`config.mk`:
```
export PLATFORM = sky130hd
export DESIGN_NAME = wb_regfile_flat
export DESIGN_NICKNAME = d
export VERILOG_FILES = /design/src/rtl/wb_regfile_if.sv /design/src/rtl/wb_regfile.sv /design/src/flat_wrapper.sv
export SDC_FILE = /design/constraint.sdc
export NUM_CORES = 2
export LEC_CHECK = 0
export CORE_MARGIN = 2
export CORE_UTILIZATION = 49
export CTS_CLUSTER_DIAMETER = 30
export DETAILED_ROUTE_END_ITERATION = 8
export GPL_ROUTABILITY_DRIVEN = 0
export HOLD_SLACK_MARGIN = 0.02
export PLACE_DENSITY_LB_ADDON = 0.15
export SYNTH_ARGS = -nofsm -noshare
export SYNTH_HDL_FRONTEND = slang
export SYNTH_SLANG_ARGS = --single-unit
```
`constraint.sdc`:
```
create_clock -name clk -period 45.3 [get_ports clk]
set_input_delay 9.06 -clock clk [delete_from_list [all_inputs] [get_ports clk]]
set_output_delay 9.06 -clock clk [all_outputs]
set_load 0.005 [all_outputs]
```
`src/rtl/wb_regfile_if.sv`:
```
// Bus bundle between the MEM/WB pipeline register, the ID read ports and the
// write-back/register-file block.
interface wb_regfile_if #(
   parameter int DATA_W = 32,
   parameter int REG_N  = 32
);
   localparam int AW = $clog2(REG_N);

   logic [1:0]        WB_WB;
   logic [DATA_W-1:0] WB_memory_Output;
   logic [DATA_W-1:0] WB_ALU_Output;
   logic [AW-1:0]     WB_Rd;
   logic [AW-1:0]     Rs;
   logic [AW-1:0]     Rt;
   logic [DATA_W-1:0] Read_Data1;
   logic [DATA_W-1:0] Read_Data2;
   logic [DATA_W-1:0] WB_Write_Data;
   logic              WB_Write_En;
   logic [31:0]       wb_count;

   modport slave (
      input  WB_WB, WB_memory_Output, WB_ALU_Output, WB_Rd, Rs, Rt,
      output Read_Data1, Read_Data2, WB_Write_Data, WB_Write_En, wb_count
   );

   modport master (
      output WB_WB, WB_memory_Output, WB_ALU_Output, WB_Rd, Rs, Rt,
      input  Read_Data1, Read_Data2, WB_Write_Data, WB_Write_En, wb_count
   );
endinterface

```
`src/rtl/wb_regfile.sv`:
```
// Write-back select plus 32x32 register file with two combinational read ports.
// Optional same-cycle write-to-read bypass: define WB_REGFILE_BYPASS_EN.
module wb_regfile #(
   parameter int DATA_W = 32,
   parameter int REG_N  = 32
) (
   input  logic        clk,
   input  logic        rst,
   wb_regfile_if.slave bus
);
   localparam int AW = $clog2(REG_N);

   logic [DATA_W-1:0] regs_q [REG_N];
   logic [DATA_W-1:0] regs_d [REG_N];
   logic [31:0]       wb_count_q;
   logic [31:0]       wb_count_d;
   logic [DATA_W-1:0] wr_data_s;
   logic              wr_en_s;
   logic [DATA_W-1:0] rd1_s;
   logic [DATA_W-1:0] rd2_s;

   // Write-back value select and effective write strobe ($zero writes dropped)
   always_comb begin
      wr_data_s = bus.WB_ALU_Output;
      if (bus.WB_WB[0]) begin
         wr_data_s = bus.WB_memory_Output;
      end else begin
         wr_data_s = bus.WB_ALU_Output;
      end
      wr_en_s = bus.WB_WB[1] && (bus.WB_Rd != {AW{1'b0}});
   end

   // Next-state for register array and commit counter
   always_comb begin
      regs_d     = regs_q;
      wb_count_d = wb_count_q;
      if (wr_en_s) begin
         regs_d[bus.WB_Rd] = wr_data_s;
         wb_count_d        = wb_count_q + 32'd1;
      end else begin
         wb_count_d = wb_count_q;
      end
      regs_d[0] = {DATA_W{1'b0}};
   end

   // State registers, cleared asynchronously
   always_ff @(posedge clk or posedge rst) begin
      if (rst) begin
         for (int i = 0; i < REG_N; i++) begin
            regs_q[i] <= {DATA_W{1'b0}};
         end
         wb_count_q <= 32'd0;
      end else begin
         regs_q     <= regs_d;
         wb_count_q <= wb_count_d;
      end
   end

   // Read port 1; reset forces zero even when the bypass would forward
   always_comb begin
      rd1_s = {DATA_W{1'b0}};
      if (rst || (bus.Rs == {AW{1'b0}})) begin
         rd1_s = {DATA_W{1'b0}};
`ifdef WB_REGFILE_BYPASS_EN
      end else if (wr_en_s && (bus.Rs == bus.WB_Rd)) begin
         rd1_s = wr_data_s;
`endif
      end else begin
         rd1_s = regs_q[bus.Rs];
      end
   end

   // Read port 2, resolved independently of port 1
   always_comb begin
      rd2_s = {DATA_W{1'b0}};
      if (rst || (bus.Rt == {AW{1'b0}})) begin
         rd2_s = {DATA_W{1'b0}};
`ifdef WB_REGFILE_BYPASS_EN
      end else if (wr_en_s && (bus.Rt == bus.WB_Rd)) begin
         rd2_s = wr_data_s;
`endif
      end else begin
         rd2_s = regs_q[bus.Rt];
      end
   end

   assign bus.Read_Data1    = rd1_s;
   assign bus.Read_Data2    = rd2_s;
   assign bus.WB_Write_Data = wr_data_s;
   assign bus.WB_Write_En   = wr_en_s;
   assign bus.wb_count      = wb_count_q;
endmodule

```
`src/flat_wrapper.sv`:
```
// flat-port wrapper written by rule: the top's interface ports become plain ports
module wb_regfile_flat 
#(
   parameter int DATA_W = 32,
   parameter int REG_N  = 32
)
  (clk, rst, bus_WB_WB, bus_WB_memory_Output, bus_WB_ALU_Output, bus_WB_Rd, bus_Rs, bus_Rt, bus_Read_Data1, bus_Read_Data2, bus_WB_Write_Data, bus_WB_Write_En, bus_wb_count);
  wb_regfile_if #(.DATA_W(DATA_W), .REG_N(REG_N)) bus_i ();
  input  logic clk;
  input  logic rst;
  input wire logic [$bits(bus_i.WB_WB)-1:0] bus_WB_WB;
  input wire logic [$bits(bus_i.WB_memory_Output)-1:0] bus_WB_memory_Output;
  input wire logic [$bits(bus_i.WB_ALU_Output)-1:0] bus_WB_ALU_Output;
  input wire logic [$bits(bus_i.WB_Rd)-1:0] bus_WB_Rd;
  input wire logic [$bits(bus_i.Rs)-1:0] bus_Rs;
  input wire logic [$bits(bus_i.Rt)-1:0] bus_Rt;
  output wire logic [$bits(bus_i.Read_Data1)-1:0] bus_Read_Data1;
  output wire logic [$bits(bus_i.Read_Data2)-1:0] bus_Read_Data2;
  output wire logic [$bits(bus_i.WB_Write_Data)-1:0] bus_WB_Write_Data;
  output wire logic [$bits(bus_i.WB_Write_En)-1:0] bus_WB_Write_En;
  output wire logic [$bits(bus_i.wb_count)-1:0] bus_wb_count;
  assign bus_i.WB_WB = bus_WB_WB;
  assign bus_i.WB_memory_Output = bus_WB_memory_Output;
  assign bus_i.WB_ALU_Output = bus_WB_ALU_Output;
  assign bus_i.WB_Rd = bus_WB_Rd;
  assign bus_i.Rs = bus_Rs;
  assign bus_i.Rt = bus_Rt;
  assign bus_Read_Data1 = bus_i.Read_Data1;
  assign bus_Read_Data2 = bus_i.Read_Data2;
  assign bus_WB_Write_Data = bus_i.WB_Write_Data;
  assign bus_WB_Write_En = bus_i.WB_Write_En;
  assign bus_wb_count = bus_i.wb_count;
  wb_regfile #(.DATA_W(DATA_W), .REG_N(REG_N)) u_core (.clk(clk), .rst(rst), .bus(bus_i));
endmodule
```
==> flow_summary.ini <==
[synthesis]
ys_warn_count = 0
synth_area_per_cell_sq_um = 10.80
synth_edf_count = 0
synth.area.top_cells = dfrtp_1 48%, mux4_2 16%, o21ai_0 6.1%
synth_area_sq_mm = 0.05287
async_reset_ff_share_pct = 100.0
synth_sequential_area_ratio_pct = 48.46
syn-num-nets = 4979
synth_top_area_share_pct = 48.46
ys.flop_type = dfrtp_1
ys_ff_latch = 1024
synthDistinctLibCells = 54
synthCells = 4895
yosys.area.top_type = dfrtp_1

[clock_network]
postCtsSetupBuffers = 0
clock-root-buffer = clkbuf_16
ctsResizeCount = 0
clk_latency_ns = 0.80
clkSinkCount = 1024
h-tree-depth = 4
cts_buffer_depth = 3
clkSlewWorstSetupHoldPaths_ns = 0.04
cts-buffers-inserted = 221
cts_tree = built
cts_hold_buf = 0

[layout]
area_growth_pct = 20.89
num_antenna_cells = 0
drive_above_1_share_pct = 20.49
final-seq-area_sq_mm = 0.02562
stdcell_count = 6541
finalNetCount = 5031
layout_common_cells = 1024 x dfrtp_1, 647 x o21ai_0, 624 x nand2_1, 450 x a21oi_1, 426 x nor2_1
n_fill_cell = 8698
layout_commonest_cell = dfrtp_1
multi_input_area_sq_mm = 0.02535

[critical_path]
crit_path_start_kind = input port
cp.required_ns = 36.24
end_kind = output pin
crit_type = input port to output pin
arrival_ns = 14.01
path_max_fanout = 71

[timing]
tightest_slew_ns = 1.409
rsz0062_at_grt = false
final_max_slew_viol_count = 0
slew_headroom_pct = 3.651
max_freq_ghz = 0.04334
hold_viol = 0
finalSetupViolCount = 0
tns_ns = 0
period_minus_slack_ns = 23.07
skew_ns = 0.01290
timing.final.crit_share_pct = 50.93

[global_route]
overflow = 0
grt_usage_pct = 32.47
grt_pass1_vias = 40730
grt_pass1_wl_mm = 267.6
antenna_found_initial = 4
grt_max_degree = 166

[placement]
dp_cells = 6127
io_buffers = 211
hpwl_mm = 101.6

[drt]
remaining_drc_errors = 0
vias = 41450
viasPerCell = 6.336
drt_wl_total_mm = 178.8
routedWlPerCell_microns = 27.34
detail-route-antenna-nets = 0
drt_pre_antenna_iters = 6
first_iter_violations = 4350

[floorplanning]
row_count = 120
core_region_area_sq_mm = 0.1071
io_pins = 212
die_x_microns = 332.5
fp.dieArea_sq_mm = 0.1106
fp.dieH_microns = 332.5
start_util_pct = 49.39

[status]
status = finished clean

[power]
p_per_area_mw_per_mm2 = 55.41
finalPower_w = 0.003542
irDropWorstVdd_v = 0.00003603
p_leak_nw = 27.38

[min_path]
hold_class = flip-flop to flip-flop

[run]
maxCapViolCount = 0
## power breakdown
group | internal (W) | leakage, nW | switching [W]
registers | 0.00111 | 12.9 | 0.000147
logic | 0.000292 | 10.6 | 0.000276
clock network | 0.00116 | 3.88 | 0.000553
total | 0.00257 | 27.4 | 0.000977
## kinds of logic (layout without fill, tap and decap cells)
| family | count (synthesis) | count (layout) | synth area share [%] |
|---|---|---|---|
| simple gates | 1164 | 1164 | 8.751 |
| flops | 1024 | 1024 | 48.46 |
| compound gates | 1470 | 1470 | 15.66 |
| xor+xnor | 31 | 31 | 0.5135 |
| fa+ha+maj | 1 | 1 | 0.02366 |
| buf+inv | 527 | 770 | 4.517 |
| mux | 678 | 678 | 22.07 |
## metrics by stage
step	utilization (%)	setup WS [ns]	cell area, sq um	hold WS (ns)
after floorplan	-	7.424	52870	0.4597
after global placement	52.15	22.43	55830	0.4693
after detailed placement	52.18	22.40	55860	0.4657
after CTS	59.71	22.37	63920	0.4725
after global routing	59.71	22.14	63920	0.5038
final	59.71	22.23	63920	0.4662
## cell usage after synthesis (2+ instances only)
library cell  instances
buf_1                13
nand4_1              12
nor2_1              433
o31a_1                4
a22o_1               59
clkbuf_1            301
or2_2                 2
xor2_1                7
nor3b_1               3
mux2i_1             230
o21a_1               35
nand4b_1              2
nand3b_1              3
and2_1                6
and3_1               11
o221ai_1             31
nor2_2                9
nor4_1                5
a21oi_1             450
a221oi_1              4
a22oi_1              90
nand2b_1              5
nor2b_1               5
nand3_1              14
mux4_2              384
xnor2_1              24
and4_1                5
nand2_1             642
a2111oi_0            27
mux2_2               64
a21o_1               27
o22ai_1              36
dfrtp_1            1024
inv_1                33
o21ai_0             647
o21ai_1              52
buf_2               132
buf_4                28
a31o_2                4
buf_6                18
## layout make-up
cell class,instances,area share (%)
tap,1403,2.746
sequential,1024,40.09
clock inverter,131,2.874
clock buffer,283,9.738
multi-input combinational,3344,39.66
inverter,33,0.2055
timing repair buffer,323,4.690
## critical path, cell delays in order
cell and delay [ns]:
buf_8 0.55, buf_4 0.79, buf_4 0.78, nor4_1 0.17, nor3_1 1.02, o31a_1 0.27
a221oi_1 0.05, o22ai_1 0.54, clkdlybuf4s50_1 0.62
## sequential cells by signal, indices dropped and copies added (netlist names)
signal / cells
u_core.bus.wb_count: 32
u_core.regs_q: 992
## worst paths after layout
path / start / endpoint / slack, ns / cells past startpoint
worst min register to register: u_core.bus.wb_count[31] / u_core.bus.wb_count[31] / 0.47 / 1
min in group asynchronous: rst / u_core.regs_q[30] / 9.26 / 2
worst max register to register: u_core.bus.wb_count[0] / u_core.bus.wb_count[24] / 43.30 / 6
max in group asynchronous: rst / u_core.regs_q[481] / 31.02 / 7
worst max-delay path: bus_Rs[1] / bus_Read_Data1[14] / 22.23 / 9
worst min-delay path: u_core.bus.wb_count[31] / u_core.bus.wb_count[31] / 0.47 / 1
## routing by layer
layer	wire [microns]	vias up	share of wire (%)	global-route usage (%)
li1	-	17960	-	-
met3	16540	307	9.2	7.428
met2	80150	1936	45	48.24
met4	4486	4	2.5	9.903
met5	26	-	0.015	0
met1	77620	21240	43	47.68
(Power assumes the default switching activity.)
